[src/rtl/dmem_arb_pkg.sv]
// Shared types and defaults for the data-memory arbiter.
// Contents:
//   state_t  : arbiter sequencing states
//   owner_t  : requester identity (CPU or loader/debug port)
//   DEF_*    : default parameter values
//   addr_misaligned : word-alignment test on the two low byte-address bits
package dmem_arb_pkg;

   typedef enum logic [1:0] {
      IDLE   = 2'd0,
      ACCESS = 2'd1,
      DONE   = 2'd2,
      ERR    = 2'd3
   } state_t;

   typedef enum logic {
      OWN_CPU = 1'b0,
      OWN_DBG = 1'b1
   } owner_t;

   localparam int DEF_ADDR_W  = 10;
   localparam int DEF_MEM_LAT = 2;

   // A word access is legal only when the byte offset is zero.
   function automatic logic addr_misaligned(input logic [1:0] lsb);
      return (lsb != 2'b00);
   endfunction

endpackage

[src/rtl/arb_rr2.sv]
// Two-way round-robin picker (purely combinational).
// Ports:
//   req      [1:0] in  : request lines, bit 0 = CPU, bit 1 = debug port
//   ptr            in  : requester that wins a tie
//   grant    [1:0] out : one-hot grant (all zero when no request)
//   next_ptr       out : pointer value to store if the grant is taken
module arb_rr2
   import dmem_arb_pkg::*;
(
   input  logic [1:0] req,
   input  owner_t     ptr,
   output logic [1:0] grant,
   output owner_t     next_ptr
);

   // Pick a winner; the pointer always moves to the requester that lost.
   always_comb begin
      grant    = 2'b00;
      next_ptr = ptr;
      case (req)
         2'b01: begin
            grant    = 2'b01;
            next_ptr = OWN_DBG;
         end
         2'b10: begin
            grant    = 2'b10;
            next_ptr = OWN_CPU;
         end
         2'b11: begin
            if (ptr == OWN_CPU) begin
               grant    = 2'b01;
               next_ptr = OWN_DBG;
            end else begin
               grant    = 2'b10;
               next_ptr = OWN_CPU;
            end
         end
         default: begin
            grant    = 2'b00;
            next_ptr = ptr;
         end
      endcase
   end

endmodule

[src/rtl/dmem_arbiter.sv]
// Data-memory arbiter: shares a single-port, fixed-latency data memory
// between the CPU load/store path and the program loader/debug port.
// Ports:
//   clk, reset (async, active-low)
//   cpu_req/we/addr/wdata in  : CPU request, held until cpu_gnt
//   cpu_gnt/done/err/rdata out: registered handshake pulses and load data
//   cpu_stall             out : cpu_req & ~cpu_done (combinational)
//   dbg_*                     : same handshake for the debug port (no stall)
//   mem_en/we/addr/wdata  out : registered one-cycle memory strobe
//   mem_rdata             in  : valid MEM_LAT cycles after the mem_en cycle
module dmem_arbiter
   import dmem_arb_pkg::*;
#(
   parameter int ADDR_W  = DEF_ADDR_W,
   parameter int MEM_LAT = DEF_MEM_LAT
) (
   input  logic              clk,
   input  logic              reset,
   input  logic              cpu_req,
   input  logic              cpu_we,
   input  logic [31:0]       cpu_addr,
   input  logic [31:0]       cpu_wdata,
   output logic              cpu_gnt,
   output logic              cpu_done,
   output logic              cpu_err,
   output logic [31:0]       cpu_rdata,
   output logic              cpu_stall,
   input  logic              dbg_req,
   input  logic              dbg_we,
   input  logic [31:0]       dbg_addr,
   input  logic [31:0]       dbg_wdata,
   output logic              dbg_gnt,
   output logic              dbg_done,
   output logic              dbg_err,
   output logic [31:0]       dbg_rdata,
   output logic              mem_en,
   output logic              mem_we,
   output logic [ADDR_W-1:0] mem_addr,
   output logic [31:0]       mem_wdata,
   input  logic [31:0]       mem_rdata
);

   localparam int CNT_W = $clog2(MEM_LAT + 1);

   state_t           state_r;
   owner_t           ptr_r;
   owner_t           owner_r;
   logic             we_r;
   logic [CNT_W-1:0] cnt_r;

   logic [1:0]       req_s;
   logic [1:0]       grant_s;
   owner_t           next_ptr_s;
   owner_t           sel_own_s;
   logic             sel_we_s;
   logic [31:0]      sel_addr_s;
   logic [31:0]      sel_wdata_s;
   logic             unused_s;

   assign req_s     = {dbg_req, cpu_req};
   assign cpu_stall = cpu_req & ~cpu_done;

   // Upper byte-address bits lie outside the memory and are ignored.
   assign unused_s  = ^sel_addr_s[31:ADDR_W+2];

   arb_rr2 u_arb (
      .req      (req_s),
      .ptr      (ptr_r),
      .grant    (grant_s),
      .next_ptr (next_ptr_s)
   );

   // Route the winning requester's command fields to the latch stage.
   always_comb begin
      if (grant_s[1]) begin
         sel_own_s   = OWN_DBG;
         sel_we_s    = dbg_we;
         sel_addr_s  = dbg_addr;
         sel_wdata_s = dbg_wdata;
      end else begin
         sel_own_s   = OWN_CPU;
         sel_we_s    = cpu_we;
         sel_addr_s  = cpu_addr;
         sel_wdata_s = cpu_wdata;
      end
   end

   // Sequencer: arbitration, latency count and all registered outputs.
   always_ff @(posedge clk or negedge reset) begin
      if (!reset) begin
         state_r   <= IDLE;
         ptr_r     <= OWN_CPU;
         owner_r   <= OWN_CPU;
         we_r      <= 1'b0;
         cnt_r     <= '0;
         cpu_gnt   <= 1'b0;
         cpu_done  <= 1'b0;
         cpu_err   <= 1'b0;
         cpu_rdata <= 32'h0;
         dbg_gnt   <= 1'b0;
         dbg_done  <= 1'b0;
         dbg_err   <= 1'b0;
         dbg_rdata <= 32'h0;
         mem_en    <= 1'b0;
         mem_we    <= 1'b0;
         mem_addr  <= '0;
         mem_wdata <= 32'h0;
      end else begin
         // Handshake and strobe outputs are single-cycle pulses.
         cpu_gnt  <= 1'b0;
         dbg_gnt  <= 1'b0;
         cpu_done <= 1'b0;
         dbg_done <= 1'b0;
         cpu_err  <= 1'b0;
         dbg_err  <= 1'b0;
         mem_en   <= 1'b0;
         mem_we   <= 1'b0;
         case (state_r)
            IDLE: begin
               if (grant_s != 2'b00) begin
                  ptr_r     <= next_ptr_s;
                  owner_r   <= sel_own_s;
                  we_r      <= sel_we_s;
                  mem_addr  <= sel_addr_s[ADDR_W+1:2];
                  mem_wdata <= sel_wdata_s;
                  cpu_gnt   <= grant_s[0];
                  dbg_gnt   <= grant_s[1];
                  if (addr_misaligned(sel_addr_s[1:0])) begin
                     state_r <= ERR;
                  end else begin
                     state_r <= ACCESS;
                     mem_en  <= 1'b1;
                     mem_we  <= sel_we_s;
                     cnt_r   <= CNT_W'(MEM_LAT);
                  end
               end else begin
                  state_r <= IDLE;
               end
            end
            ACCESS: begin
               // Counter hits zero in the cycle mem_rdata is valid.
               if (cnt_r == '0) begin
                  state_r <= DONE;
                  if (owner_r == OWN_CPU) begin
                     cpu_done  <= 1'b1;
                     cpu_rdata <= we_r ? 32'h0 : mem_rdata;
                  end else begin
                     dbg_done  <= 1'b1;
                     dbg_rdata <= we_r ? 32'h0 : mem_rdata;
                  end
               end else begin
                  cnt_r <= cnt_r - CNT_W'(1);
               end
            end
            ERR: begin
               state_r <= DONE;
               if (owner_r == OWN_CPU) begin
                  cpu_done  <= 1'b1;
                  cpu_err   <= 1'b1;
                  cpu_rdata <= 32'h0;
               end else begin
                  dbg_done  <= 1'b1;
                  dbg_err   <= 1'b1;
                  dbg_rdata <= 32'h0;
               end
            end
            DONE: begin
               // The done pulse is on the outputs now; rearbitrate next cycle.
               state_r <= IDLE;
            end
            default: begin
               state_r <= IDLE;
            end
         endcase
      end
   end

endmodule

[config.mk]
export PLATFORM = sky130hd
export DESIGN_NAME = dmem_arbiter
export DESIGN_NICKNAME = d
export VERILOG_FILES = /design/src/rtl/dmem_arb_pkg.sv /design/src/rtl/arb_rr2.sv /design/src/rtl/dmem_arbiter.sv
export SDC_FILE = /design/constraint.sdc
export NUM_CORES = 1
export LEC_CHECK = 0
export ABC_CLOCK_PERIOD_IN_PS = 1700
export BUFFER_PORTS_ARGS = -buffer_cell sky130_fd_sc_hd__buf_2
export CAP_MARGIN = 0
export CORE_AREA = 2 2 117 119
export DETAILED_ROUTE_END_ITERATION = 8
export DIE_AREA = 0 0 119 121
export PLACE_DENSITY_LB_ADDON = 0.12
export SLEW_MARGIN = 0
export SYNTH_ARGS = -nofsm -noshare
export SYNTH_HDL_FRONTEND = slang
export SYNTH_HIERARCHICAL = 1
export SYNTH_SLANG_ARGS = --single-unit
[constraint.sdc]
create_clock -name clk -period 1.7 [get_ports clk]
set_input_delay 0 -clock clk [delete_from_list [all_inputs] [get_ports clk]]
set_output_delay 0 -clock clk [all_outputs]
set_load 0.02 [all_outputs]
==> results of run 1 <==
[state kept, by name (all words and copies together) (netlist names)]
register	flops
dbg_err	1
ptr_r	1
cpu_gnt	1
dbg_done	1
cnt_r	2
owner_r	1
cpu_done	1
cpu_rdata	32
mem_addr	10
state_r	2
cpu_err	1
mem_en	1
dbg_rdata	32
mem_we	1
dbg_gnt	1
we_r	1
mem_wdata	32
[critical path: cells and delay by family (launching register included)]
family                 cells  cell delay [ns]
DFF                        1             0.40
buffers and inverters      1             0.20
AOI/OAI and AO/OA          1             0.14
and+or+nand+nor            4             0.77
[metrics by stage]
stage               setup slack (ns)  hold WS (ns)
floorplan                   0.001695       -0.2956
CTS                          0.01629      0.002503
finish                        0.1134       0.02585
global route                 0.01493       0.03686
global placement             0.06586     -0.005030
detailed placement           0.02720     -0.009283
[how the worst max path moves through the flow]
stage	startpoint	end	slack [ns]	cells past startpoint
after floorplan	ptr_r	state_r[0]	0.002	8
after global placement	ptr_r	mem_addr[8]	0.07	6
after detailed placement	ptr_r	mem_wdata[4]	0.03	6
after CTS	ptr_r	mem_addr[8]	0.02	6
after global routing	ptr_r	mem_wdata[20]	0.01	6
final	ptr_r	mem_addr[8]	0.11	6
[what timing repair did]
action	4_1_cts	5_1_grt
setup endpoints to repair	0	50
gates resized for setup	0	6
endpoints found under the hold margin	231	0
hold buffers	120	0
[kinds of logic after synthesis]
kind of cell               count (synthesis)
adders and majority gates                  1
DFF                                      121
muxes                                     46
AOI/OAI and AO/OA                        190
xor gates and xnor gates                   1
and+or+nand+nor                           82
buffers and inverters                     46
[final cells by class]
type / count / area, µm²
Fill cell: 1041 / 4659
Clock buffer: 24 / 491.7
Timing Repair Buffer: 378 / 2623
Sequential cell: 121 / 3028
Tap cell: 176 / 220.2
Clock inverter: 8 / 92.59
Multi-Input combinational cell: 320 / 1948
Inverter: 6 / 22.52
[per-layer routing]
metal / track usage (%) / routed length (µm) / vias up
li1: - / - / 2416
met2: 37.10 / 7582 / 241
met3: 6.579 / 1235 / 38
met4: 11.76 / 527 / 0
met5: 0 / 0 / -
met1: 28.94 / 6922 / 2373
[power breakdown]
part	internal, µW	switching (µW)	total, µW
registers	4230	747	4980
logic	2510	4500	7010
clock network	2300	1210	3510
total	9040	6460	15500
[placed cells by master (no fill, tap or decap), drive strengths merged]
cell	count
clkinv	5
nand2b	2
a31oi	1
dlygate4sd3	120
clkbuf	24
ha	1
mux2i	43
or2	3
a21boi	1
inv	6
a21o	2
and2	4
dfrtp	121
nor2	2
and3	2
o211ai	1
buf	258
o21ai	99
nor3b	1
bufinv	2
clkinvlp	1
xnor2	1
nand2	67
mux2	3
nor2b	1
o32ai	1
a21oi	85
==> results_tabular.tex, run 1 <==
\begin{tabular}{lr}
\hline
Metric & Value \\
\hline
\multicolumn{2}{l}{\textbf{STA}} \\
\quad Setup skew after layout & 0.004834 ns \\
\quad Sum of negative setup slack & 0 ns \\
\quad Max-Slew Margin vs Limit & 66.86\% \\
\quad Number of setup violations in the final report & 0 \\
\quad Slew at the pin closest to its max-slew limit & 0.4972 ns \\
\quad Setup repair after global routing missed its margin & no \\
\quad Fin. max-slew vios & 0 \\
\quad Post-route clock period utilization & 93.33\% \\
\quad Achievable Freq & 630.3 MHz \\
\quad Hold Vio Cnt, Final & 0 \\
\quad Fin crit period & 1.587 ns \\
\multicolumn{2}{l}{\textbf{CTS}} \\
\quad CTS tree & yes \\
\quad Clock transition at the register clock pins on the worst setup and hold paths after CTS & 0.05 ns \\
\quad Clock net sink count & 121 \\
\quad Latest clock arrival within the worst-skew pair & 0.40 ns \\
\quad H-Tree Depth & 4 \\
\quad TritonCTS buffer count & 17 \\
\quad CTS Buffer Depth & 2 \\
\quad Number of buffers added for setup after CTS & 0 \\
\quad Root Buffer & sky130\_fd\_sc\_hd\_\_clkbuf\_16 \\
\multicolumn{2}{l}{\textbf{Yosys}} \\
\quad Count of mapped cells out of synthesis & 487 \\
\quad Number of enable-type register cells in the synthesized netlist & 0 \\
\quad Top\_reg\_cell synth & sky130\_fd\_sc\_hd\_\_dfrtp\_1 \\
\quad Multiplexer area fraction after synthesis & 9.005\% \\
\quad Portion of synthesized cell area occupied by the leading cell type & 58.74\% \\
\quad Post-Synthesis Cell Area & 5155 µm² \\
\quad Synth Area in Adders & 0.2427\% \\
\quad Count leader, synth & sky130\_fd\_sc\_hd\_\_dfrtp\_1 \\
\quad Number of library cell types mapped by synthesis & 29 \\
\quad Proportion of synthesized flip-flops having asynchronous set or reset & 100.0\% \\
\quad Seq/Total Area, Yosys & 58.74\% \\
\quad Synthesized net count & 654 \\
\quad Top area cells in the synthesized netlist & sky130\_fd\_sc\_hd\_\_dfrtp\_1 (59\%), sky130\_fd\_sc\_hd\_\_o21ai\_0 (8.8\%), sky130\_fd\_sc\_hd\_\_mux2i\_1 (8.3\%) \\
\quad YS warnings & 6 \\
\quad Dominant combinational cell family by area after synthesis & compound AO/OA/AOI/OAI gates \\
\quad Area fraction in compound gates after synthesis & 21.00\% \\
\quad Synthesized area divided by synthesized cell count & 10.59 µm² \\
\quad Flip-flop and latch count after synthesis & 121 \\
\quad Most instantiated cells after synthesis & sky130\_fd\_sc\_hd\_\_dfrtp\_1 (121), sky130\_fd\_sc\_hd\_\_o21ai\_0 (91), sky130\_fd\_sc\_hd\_\_nand2\_1 (67) \\
\quad Share of synthesized cell area in and, or, nand and nor gates & 6.675\% \\
\quad Cell type with the highest aggregate area in the netlist & sky130\_fd\_sc\_hd\_\_dfrtp\_1 \\
\quad Post-Synth XOR/XNOR Area & 0.1699\% \\
\multicolumn{2}{l}{\textbf{Cells and area}} \\
\quad Count of antenna diodes in the layout & 0 \\
\quad Count of nets after finishing & 1011 \\
\quad Fraction of the core area covered by cells at the end of the flow & 64.39\% \\
\quad Post-route standard cell area excluding fillers & 8426 µm² \\
\quad Area Overhead vs Synth & 63.45\% \\
\quad Proportion of layout cells with a drive suffix above 1 & 38.39\% \\
\quad Number of cells in the finished layout apart from fillers & 1033 \\
\multicolumn{2}{l}{\textbf{Setup path}} \\
\quad Setup crit start kind & flop \\
\quad Critical-path cell with the highest stage delay & sky130\_fd\_sc\_hd\_\_dfrtp\_1 \\
\quad Worst-path maximum fanout & 28 \\
\quad Register-to-Register Path Depth & 6 \\
\quad Endpoint type of the worst setup path & flop \\
\quad Setup Crit Path Kind & reg -> reg \\
\quad Cell-by-cell trace of the critical path & nand2b\_4, and2\_4, or2\_1, and2\_4, buf\_12, a21oi\_1 \\
\quad Arrival time of data at the critical path endpoint & 1.92 ns \\
\quad Stage delay of the slowest cell on the critical path & 0.40 ns \\
\quad Reg-to-reg startpoint & ptr\_r \\
\quad Worst r2r dst & mem\_addr[8] \\
\quad Critical Path Most Common Cell & sky130\_fd\_sc\_hd\_\_and2\_4 \\
\quad Required arrival time at the worst endpoint & 2.03 ns \\
\quad R2R Setup Slk & 0.11 ns \\
\multicolumn{2}{l}{\textbf{Global routing}} \\
\quad Maximum number of pins on one net before global-route repair & 48 \\
\quad Total routing resource utilization after global routing & 23.24\% \\
\quad Via count of the first global-routing pass & 5291 \\
\quad Leftover overflow at the end of global routing & 0 \\
\quad First-pass GRT wire length & 26.32 mm \\
\quad Initial antenna violation count & 0 \\
\multicolumn{2}{l}{\textbf{Placement}} \\
\quad Total placed cells including tap cells & 881 \\
\quad Area post-placement & 6616 µm² \\
\quad GP Congestion & 0.7584 \\
\quad Placed wire-length estimate after detailed placement & 9.744 mm \\
\quad Buffers added on ports & 240 \\
\multicolumn{2}{l}{\textbf{Run status}} \\
\quad Status & completed \\
\multicolumn{2}{l}{\textbf{Route}} \\
\quad Vias per cell & 4.906 \\
\quad Number of remaining DRC errors & 0 \\
\quad DRC marker count from the first detailed-route iteration & 267 \\
\quad Post-route ant nets & 0 \\
\quad Routed wire length & 16.27 mm \\
\quad Vias & 5068 \\
\quad Per-cell routed wire length & 15.75 µm \\
\quad DRT Pass-1 Iters & 4 \\
\multicolumn{2}{l}{\textbf{Power}} \\
\quad Final Total Pwr & 15500 µW \\
\quad IR Drop Worst-Case VDD & 769.3 µV \\
\quad Static leakage & 0.004127 µW \\
\quad Power density cells & 1840 nW/µm² \\
\multicolumn{2}{l}{\textbf{Die}} \\
\quad DIE WIDTH & 119 µm \\
\quad Number of cell rows & 42 \\
\quad Die height & 121 µm \\
\quad Placeable Area & 13090 µm² \\
\quad Starting density of the core & 39.40\% \\
\quad Die footprint & 14400 µm² \\
\quad I/O pin total & 281 \\
\multicolumn{2}{l}{\textbf{Worst hold path}} \\
\quad Hold endpoint & cpu\_gnt \\
\quad Hold crit path type & in -> reg \\
\quad Depth of the worst hold-timing path & 4 \\
\quad Worst hold start & cpu\_req \\
\multicolumn{2}{l}{\textbf{Job}} \\
\quad Max-cap viol count & 0 \\
\hline
\end{tabular}
Power figures use the tool's default switching activity.
==> inputs of run 2 (changes only) <==
Settings changed: HOLD_SLACK_MARGIN from default to 0.15.
==> run 2 against run 1 <==
Critical path depth unchanged. First-iteration DRC count grew 28%. Count of clock-buffer cells in the layout did not move. Non-clock buffer count up 6. Highest routed layer unchanged. Cell area up 0.71%. Cell count up 0.58%. Worst hold slack improved by 0.17 ns. Critical path type unchanged. Global-route usage about the same. Setup slack got worse by 0.0070 ns.
==> results_tabular.tex, run 2 (synthesis gave the netlist of run 1 again) <==
\begin{tabular}{lr}
\hline
Metric & Value \\
\hline
\multicolumn{2}{l}{\textbf{Die}} \\
\quad Die height & 121 µm (unchanged) \\
\quad I/O pin total & 281 (unchanged) \\
\quad DIE WIDTH & 119 µm (unchanged) \\
\quad Starting density of the core & 39.40\% (unchanged) \\
\quad Placeable Area & 13090 µm² (unchanged) \\
\quad Number of cell rows & 42 (unchanged) \\
\quad Die footprint & 14400 µm² (unchanged) \\
\multicolumn{2}{l}{\textbf{STA}} \\
\quad Sum of negative setup slack & 0 ns (unchanged) \\
\quad Fin. max-slew vios & 0 (unchanged) \\
\quad Setup skew after layout & 0.003645 ns (-0.001189 ns) \\
\quad Worst hold slack across all endpoints & 0.1925 ns (+0.1667 ns) \\
\quad Max-Slew Margin vs Limit & 66.91\% (about the same) \\
\quad Post-route clock period utilization & 93.74\% (+0.41 points) \\
\quad Hold Vio Cnt, Final & 0 (unchanged) \\
\quad Fin crit period & 1.594 ns (+0.006988 ns) \\
\quad Setup repair after global routing missed its margin & no \\
\quad Number of setup violations in the final report & 0 (unchanged) \\
\quad Slew at the pin closest to its max-slew limit & 0.4963 ns (-0.0008433 ns) \\
\quad Achievable Freq & 627.5 MHz (-0.44\%) \\
\multicolumn{2}{l}{\textbf{Setup path}} \\
\quad Setup crit start kind & flop \\
\quad Arrival time of data at the critical path endpoint & 1.93 ns (about the same) \\
\quad Critical Path Most Common Cell & sky130\_fd\_sc\_hd\_\_and2\_4 \\
\quad Required arrival time at the worst endpoint & 2.04 ns (about the same) \\
\quad Critical-path cell with the highest stage delay & sky130\_fd\_sc\_hd\_\_dfrtp\_1 \\
\quad Stage delay of the slowest cell on the critical path & 0.40 ns (about the same) \\
\quad Endpoint type of the worst setup path & flop \\
\quad Worst-path maximum fanout & 28 (unchanged) \\
\quad Setup Crit Path Kind & reg -> reg \\
\quad Cell-by-cell trace of the critical path & nand2b\_4, and2\_4, or2\_1, and2\_4, buf\_12, a21oi\_1 \\
\multicolumn{2}{l}{\textbf{Cells and area}} \\
\quad Fraction of the core area covered by cells at the end of the flow & 64.85\% (+0.46 points) \\
\quad Count of nets after finishing & 1017 (+0.59\%) \\
\quad Sequential Area & 3028 µm² (unchanged) \\
\quad Area Overhead vs Synth & 64.61\% \\
\quad Proportion of layout cells with a drive suffix above 1 & 38.12\% (-0.27 points) \\
\quad Commonest cells after routing, fill and taps aside & sky130\_fd\_sc\_hd\_\_buf\_2 (239), sky130\_fd\_sc\_hd\_\_dlygate4sd3\_1 (126), sky130\_fd\_sc\_hd\_\_dfrtp\_1 (121) \\
\quad Combined area of the multi-input logic cells & 1948 µm² (unchanged) \\
\quad Filler cell count & 1032 (-0.86\%) \\
\quad Leading registers by flop count & cpu\_rdata x32, dbg\_rdata x32, mem\_wdata x32 \\
\quad Count of antenna diodes in the layout & 0 (unchanged) \\
\quad Number of cells in the finished layout apart from fillers & 1039 (+0.58\%) \\
\quad Most common cell after layout, fill and taps aside & sky130\_fd\_sc\_hd\_\_buf\_2 \\
\multicolumn{2}{l}{\textbf{CTS}} \\
\quad Clock transition at the register clock pins on the worst setup and hold paths after CTS & 0.05 ns (about the same) \\
\quad CTS Buffer Depth & 2 (unchanged) \\
\quad Latest clock arrival within the worst-skew pair & 0.41 ns (about the same) \\
\quad Clock net sink count & 121 (unchanged) \\
\quad CTS tree & yes \\
\quad H-Tree Depth & 4 (unchanged) \\
\quad Root Buffer & sky130\_fd\_sc\_hd\_\_clkbuf\_16 \\
\quad TritonCTS buffer count & 17 (unchanged) \\
\quad Number of buffers added for setup after CTS & 0 (unchanged) \\
\multicolumn{2}{l}{\textbf{Route}} \\
\quad DRC marker count from the first detailed-route iteration & 341 (+28\%) \\
\quad Vias per cell & 4.942 (+0.74\%) \\
\quad DRT Pass-1 Iters & 4 (unchanged) \\
\quad Vias & 5135 (+1.3\%) \\
\quad Number of remaining DRC errors & 0 (unchanged) \\
\quad Post-route ant nets & 0 (unchanged) \\
\quad Routed wire length & 16.55 mm (+1.8\%) \\
\quad Per-cell routed wire length & 15.93 µm (+1.2\%) \\
\multicolumn{2}{l}{\textbf{Global routing}} \\
\quad Initial antenna violation count & 0 (unchanged) \\
\quad Fraction of met1 tracks used by global routing & 28.82\% (-0.12 points) \\
\quad Leftover overflow at the end of global routing & 0 (unchanged) \\
\quad First-pass GRT wire length & 26.28 mm (-0.16\%) \\
\quad Layer with the highest usage & met2 \\
\quad Via count of the first global-routing pass & 5291 (unchanged) \\
\quad Total routing resource utilization after global routing & 23.27\% (about the same) \\
\quad Maximum number of pins on one net before global-route repair & 48 (unchanged) \\
\quad Met3 Usage GRT & 7.331\% (+0.75 points) \\
\quad Global-route track usage on met2 & 37.39\% (+0.29 points) \\
\multicolumn{2}{l}{\textbf{Power}} \\
\quad Part of the power in registers & 32.1\% (about the same) \\
\quad Cell internal pwr & 9052 µW (+0.13\%) \\
\quad Switching power total & 6500 µW (+0.61\%) \\
\quad Static leakage & 0.004153 µW (+0.62\%) \\
\quad Clock network fraction of design power & 22.6\% (about the same) \\
\quad Switching share of power & 41.80\% (+0.12 points) \\
\quad Power density cells & 1833 nW/µm² (-0.38\%) \\
\quad Final Total Pwr & 15550 µW (+0.33\%) \\
\quad IR Drop Worst-Case VDD & 767.2 µV (-0.27\%) \\
\quad Combinational group share of total power & 45.3\% (about the same) \\
\multicolumn{2}{l}{\textbf{Placement}} \\
\quad Buffers added on ports & 240 (unchanged) \\
\quad Total placed cells including tap cells & 881 (unchanged) \\
\quad Placed wire-length estimate after detailed placement & 9.744 mm (unchanged) \\
\quad GP Congestion & 0.7584 (unchanged) \\
\multicolumn{2}{l}{\textbf{Job}} \\
\quad Max-cap viol count & 0 (unchanged) \\
\multicolumn{2}{l}{\textbf{Run status}} \\
\quad Status & completed \\
\multicolumn{2}{l}{\textbf{Worst hold path}} \\
\quad Hold crit path type & in -> reg \\
\hline
\end{tabular}
run 2: power by group through the flow:
stage	Sequential, µW	Combinational (µW)	Clock (µW)
3_5_place_dp	5000	6810	0
6_report	4990	7050	3520
3_3_place_gp	4970	6690	0
4_1_cts	4980	7030	3600
2_1_floorplan	6460	2820	0
5_1_grt	5140	7650	3780
run 2: final cells by class:
| cell class | count | area share [%] |
|---|---|---|
| clock buffer | 24 | 5.795 |
| clock inverter | 8 | 1.091 |
| inverter | 6 | 0.2654 |
| multi-input combinational | 320 | 22.96 |
| sequential | 121 | 35.68 |
| tap | 176 | 2.595 |
| timing repair buffer | 384 | 31.61 |
run 2: final timing paths:
path                                from             to  slack [ns]  depth (start not counted)
setup / recovery                   ptr_r    mem_addr[8]        0.11                          6
hold / removal               dbg_addr[0]         mem_en        0.19                          5
setup reg to reg                   ptr_r    mem_addr[8]        0.11                          6
hold reg to reg            dbg_rdata[22]  dbg_rdata[22]        0.47                          2
max in group asynchronous          reset  cpu_rdata[12]        0.42                          4
min in group asynchronous          reset   dbg_rdata[3]        0.64                          3
run 2: what timing repair did:
action | CTS | global route
endpoints found under the hold margin | 236 | 0
gates resized for setup | 0 | 6
hold buffers | 126 | 0
endpoints found under the setup margin | 0 | 50
run 2: critical path: cells and delay by family (launching register included):
family / cells / cell delay (ns)
AO/OA/AOI/OAI: 1 / 0.15
buffers and inverters: 1 / 0.20
flip-flops: 1 / 0.40
AND/OR/NAND/NOR: 4 / 0.77
run 2: per-layer routing:
layer,vias up,routed length [µm]
met1,2415,7014
met4,0,561
li1,2421,-
met3,44,1332
met2,255,7645
met5,-,0
run 2: metrics by stage:
stage               worst slack (ns)  instance area, µm²
floorplan                   0.001695                5165
global placement             0.06586                6616
detailed placement           0.02720                6616
CTS                          0.01629                8462
global route                0.008737                8486
finish                        0.1065                8486
==> inputs of run 3 (changes only) <==
Settings changed: CORE_AREA 2 2 117 119 to 2 2 115 117, DIE_AREA 0 0 119 121 to 0 0 117 119, SYNTH_HIERARCHICAL 1 to default.
==> run 3 against run 2 <==
Worst hold slack better by 0.0051 ns. Sequential share of layout area is 1.3 points higher. Core utilization is 1.2 points lower. Critical path depth is 2 lower. Synthesized area is 4.3% lower. Count of clock-buffer cells in the layout is 2 lower. Sequential power hardly changed. Cell area is 3.4% lower. First-iteration DRC count is 39% lower. Critical path type unchanged. Total power is 4.2% lower. Wire length is 9.1% lower.
==> results_tabular.tex, run 3 <==
\begin{tabular}{lr}
\hline
Metric & Value \\
\hline
\multicolumn{2}{l}{\textbf{Die}} \\
\quad Placeable Area & 12870 µm² (-1.6\%) \\
\quad Die height & 119 µm (-1.7\%) \\
\quad Starting density of the core & 38.31\% (-1.1 points) \\
\quad Die footprint & 13920 µm² (-3.3\%) \\
\quad I/O pin total & 281 (unchanged) \\
\quad DIE WIDTH & 117 µm (-1.7\%) \\
\quad Number of cell rows & 42 (unchanged) \\
\multicolumn{2}{l}{\textbf{Route}} \\
\quad DRC marker count from the first detailed-route iteration & 208 (-39\%) \\
\quad Number of remaining DRC errors & 0 (unchanged) \\
\quad Post-route ant nets & 0 (unchanged) \\
\quad DRT Pass-1 Iters & 4 (unchanged) \\
\quad Met1 WL & 6.164 mm (-12\%) \\
\quad Highest Signal Layer & met4 \\
\quad Per-cell routed wire length & 14.54 µm (-8.7\%) \\
\quad Routed wire length & 15.05 mm (-9.1\%) \\
\quad Met3 routed wirelength & 1.005 mm (-25\%) \\
\quad Wire length on met2 & 7.346 mm (-3.9\%) \\
\quad Vias per cell & 4.652 (-5.9\%) \\
\quad Vias & 4815 (-6.2\%) \\
\multicolumn{2}{l}{\textbf{Global routing}} \\
\quad Total routing resource utilization after global routing & 21.70\% (-1.6 points) \\
\quad Initial antenna violation count & 0 (unchanged) \\
\quad First-pass GRT wire length & 23.50 mm (-11\%) \\
\quad Leftover overflow at the end of global routing & 0 (unchanged) \\
\quad Via count of the first global-routing pass & 4960 (-6.3\%) \\
\quad Maximum number of pins on one net before global-route repair & 66 (+38\%) \\
\multicolumn{2}{l}{\textbf{CTS}} \\
\quad TritonCTS buffer count & 17 (unchanged) \\
\quad Clock net sink count & 121 (unchanged) \\
\quad CTS Buffer Depth & 2 (unchanged) \\
\quad H-Tree Depth & 4 (unchanged) \\
\quad Latest clock arrival within the worst-skew pair & 0.41 ns (about the same) \\
\quad Root Buffer & sky130\_fd\_sc\_hd\_\_clkbuf\_16 \\
\quad Clock transition at the register clock pins on the worst setup and hold paths after CTS & 0.05 ns (about the same) \\
\quad CTS tree & yes \\
\quad Number of buffers added for setup after CTS & 0 (unchanged) \\
\multicolumn{2}{l}{\textbf{STA}} \\
\quad Number of setup violations in the final report & 0 (unchanged) \\
\quad Fin crit period & 1.618 ns (+0.02438 ns) \\
\quad Achievable Freq & 618.1 MHz (-1.5\%) \\
\quad Setup repair after global routing missed its margin & no \\
\quad Hold Vio Cnt, Final & 0 (unchanged) \\
\quad Slew at the pin closest to its max-slew limit & 0.3938 ns (-0.1025 ns) \\
\quad Post-route clock period utilization & 95.17\% (+1.4 points) \\
\quad Fin. max-slew vios & 0 (unchanged) \\
\quad Setup skew after layout & 0.008777 ns (+0.005132 ns) \\
\quad Sum of negative setup slack & 0 ns (unchanged) \\
\quad Max-Slew Margin vs Limit & 73.74\% (+6.8 points) \\
\multicolumn{2}{l}{\textbf{Setup path}} \\
\quad Worst-path maximum fanout & 6 (-79\%) \\
\quad Register-to-Register Path Depth & 4 (-2) \\
\quad Endpoint type of the worst setup path & flop \\
\quad Setup Crit Path Kind & reg -> reg \\
\quad Required arrival time at the worst endpoint & 2.02 ns (-0.02 ns) \\
\quad Setup crit start kind & flop \\
\quad Worst r2r dst & mem\_we \\
\quad R2R Setup Slk & 0.08 ns (-0.02 ns) \\
\quad Reg-to-reg startpoint & ptr\_r \\
\quad Arrival time of data at the critical path endpoint & 1.94 ns (about the same) \\
\multicolumn{2}{l}{\textbf{Yosys}} \\
\quad YS warnings & 0 (-6) \\
\quad Seq/Total Area, Yosys & 61.39\% (+2.7 points) \\
\quad Portion of synthesized cell area occupied by the leading cell type & 61.39\% (+2.7 points) \\
\quad Proportion of synthesized flip-flops having asynchronous set or reset & 100.0\% (unchanged) \\
\quad Synthesized net count & 650 (-0.61\%) \\
\quad Most instantiated cells after synthesis & sky130\_fd\_sc\_hd\_\_nand2\_1 (144), sky130\_fd\_sc\_hd\_\_dfrtp\_1 (121), sky130\_fd\_sc\_hd\_\_o21ai\_1 (60) \\
\quad Count of mapped cells out of synthesis & 483 (-0.82\%) \\
\quad Top area cells in the synthesized netlist & sky130\_fd\_sc\_hd\_\_dfrtp\_1 (61\%), sky130\_fd\_sc\_hd\_\_nand2\_1 (11\%), sky130\_fd\_sc\_hd\_\_mux2i\_1 (8.9\%) \\
\quad Post-Synthesis Cell Area & 4932 µm² (-4.3\%) \\
\quad Flip-flop and latch count after synthesis & 121 (unchanged) \\
\quad Top\_reg\_cell synth & sky130\_fd\_sc\_hd\_\_dfrtp\_1 \\
\quad Count leader, synth & sky130\_fd\_sc\_hd\_\_nand2\_1 \\
\quad Number of library cell types mapped by synthesis & 26 (-10\%) \\
\quad Synthesized area divided by synthesized cell count & 10.21 µm² (-3.5\%) \\
\quad Number of enable-type register cells in the synthesized netlist & 0 (unchanged) \\
\quad Cell type with the highest aggregate area in the netlist & sky130\_fd\_sc\_hd\_\_dfrtp\_1 \\
\multicolumn{2}{l}{\textbf{Placement}} \\
\quad Total placed cells including tap cells & 879 (-0.23\%) \\
\quad GP Congestion & 0.7342 (-3.2\%) \\
\quad Area post-placement & 6375 µm² (-3.6\%) \\
\quad Placed wire-length estimate after detailed placement & 8.924 mm (-8.4\%) \\
\quad Buffers added on ports & 240 (unchanged) \\
\multicolumn{2}{l}{\textbf{Cells and area}} \\
\quad Most common cell after layout, fill and taps aside & sky130\_fd\_sc\_hd\_\_buf\_2 \\
\quad Commonest cells after routing, fill and taps aside & sky130\_fd\_sc\_hd\_\_buf\_2 (239), sky130\_fd\_sc\_hd\_\_nand2\_1 (144), sky130\_fd\_sc\_hd\_\_dlygate4sd3\_1 (128) \\
\quad Count of nets after finishing & 1018 (+0.098\%) \\
\quad Leading registers by flop count & cpu\_rdata x32, dbg\_rdata x32, mem\_wdata x32 \\
\quad Area Overhead vs Synth & 66.18\% \\
\quad Proportion of layout cells with a drive suffix above 1 & 33.18\% (-4.9 points) \\
\quad Filler cell count & 1055 (+2.2\%) \\
\quad Count of antenna diodes in the layout & 0 (unchanged) \\
\quad Number of cells in the finished layout apart from fillers & 1035 (-0.38\%) \\
\quad Post-route standard cell area excluding fillers & 8197 µm² (-3.4\%) \\
\multicolumn{2}{l}{\textbf{Worst hold path}} \\
\quad Depth of the worst hold-timing path & 4 (-1) \\
\quad Worst hold start & cpu\_addr[0] \\
\quad Hold crit path type & in -> reg \\
\quad Hold endpoint & cnt\_r[0] \\
\multicolumn{2}{l}{\textbf{Power}} \\
\quad Static leakage & 0.004334 µW (+4.4\%) \\
\quad IR Drop Worst-Case VDD & 654.3 µV (-15\%) \\
\quad Power density cells & 1817 nW/µm² (-0.84\%) \\
\multicolumn{2}{l}{\textbf{Job}} \\
\quad Max-cap viol count & 0 (unchanged) \\
\multicolumn{2}{l}{\textbf{Run status}} \\
\quad Status & completed \\
\hline
\end{tabular}
## run 3: cell types whose count changed after synthesis, moves of 4 or more
cell | previous run | this run
sky130_fd_sc_hd__a21oi_2 | 30 | 0
sky130_fd_sc_hd__o21ai_1 | 7 | 60
sky130_fd_sc_hd__o21ai_0 | 91 | 50
sky130_fd_sc_hd__and2_1 | 4 | 0
sky130_fd_sc_hd__a21oi_1 | 55 | 5
sky130_fd_sc_hd__buf_2 | 10 | 19
sky130_fd_sc_hd__clkbuf_1 | 26 | 3
sky130_fd_sc_hd__nor2_1 | 1 | 9
sky130_fd_sc_hd__nand2_1 | 67 | 144
## run 3: what timing repair did
item                       in CTS  in global routing
gates resized for setup         0                  1
hold endpoints to repair      235                 24
hold buffers                  128                  1
setup endpoints to repair       0                 26
## run 3: critical path, cell delays in order (launching register included)
cell and delay (ns):
sky130_fd_sc_hd__dfrtp_2 0.44, sky130_fd_sc_hd__o21ai_4 0.25, sky130_fd_sc_hd__nand3_1 0.12, sky130_fd_sc_hd__dlygate4sd3_1 0.57
sky130_fd_sc_hd__a21oi_1 0.16
## run 3: cell families (layout without fill, tap and decap cells)
group	Yosys count	count (layout)	share of synthesized area [%]
buffers and inverters	38	414	4.439
multiplexers	45	45	9.158
AO/OA/AOI/OAI	120	120	12.48
adder cells (fa/ha/maj)	1	1	0.2536
AND/OR/NAND/NOR	157	157	12.10
flip-flops	121	121	61.39
XOR/XNOR	1	1	0.1776
## run 3: routing by layer
| metal | GRT usage (%) | vias up |
|---|---|---|
| li1 | - | 2347 |
| met1 | 25.24 | 2223 |
| met2 | 36.16 | 202 |
| met3 | 6.565 | 43 |
| met4 | 10.37 | 0 |
| met5 | 0 | - |
## run 3: worst max-delay path by stage
stage	startpoint	endpoint	slack, ns
3_5_place_dp	cnt_r[0]	dbg_rdata[4]	0.13
4_1_cts	reset	dbg_rdata[17]	0.008
3_3_place_gp	cnt_r[0]	dbg_rdata[12]	0.18
2_1_floorplan	cnt_r[0]	dbg_rdata[10]	0.25
5_1_grt	cnt_r[0]	dbg_rdata[8]	0.008
6_report	ptr_r	mem_we	0.08
## run 3: where the power goes
| group | internal [µW] | total, µW | leakage, µW | switching (µW) |
|---|---|---|---|---|
| Combinational | 2400 | 6710 | 0.00253 | 4310 |
| Clock | 2030 | 3160 | 0.000257 | 1130 |
| Sequential | 4300 | 5020 | 0.00154 | 728 |
| Total | 8720 | 14900 | 0.00433 | 6170 |
## run 3: final cells by class
| class | instances | area [µm²] | share of cell area [%] |
|---|---|---|---|
| Clock buffer | 22 | 464.2 | 5.663 |
| Sequential cell | 121 | 3029 | 36.96 |
| Timing Repair Buffer | 381 | 2700 | 32.94 |
| Inverter | 6 | 22.52 | 0.2748 |
| Clock inverter | 5 | 50.05 | 0.6106 |
| Multi-Input combinational cell | 324 | 1710 | 20.87 |
| Tap cell | 176 | 220.2 | 2.687 |
## run 3: metrics by stage
step                total power, µW  setup slack (ns)  hold slack, ns  utilization (%)
finish                        14900           0.08207          0.1976            63.66
global route                  15960          0.007603          0.2161            63.66
CTS                           14930          0.008436          0.1694            63.46
detailed placement            11490            0.1298        -0.06197            49.51
global placement              11260            0.1849        -0.06621            49.51
floorplan                      9048            0.2485         -0.2956                -
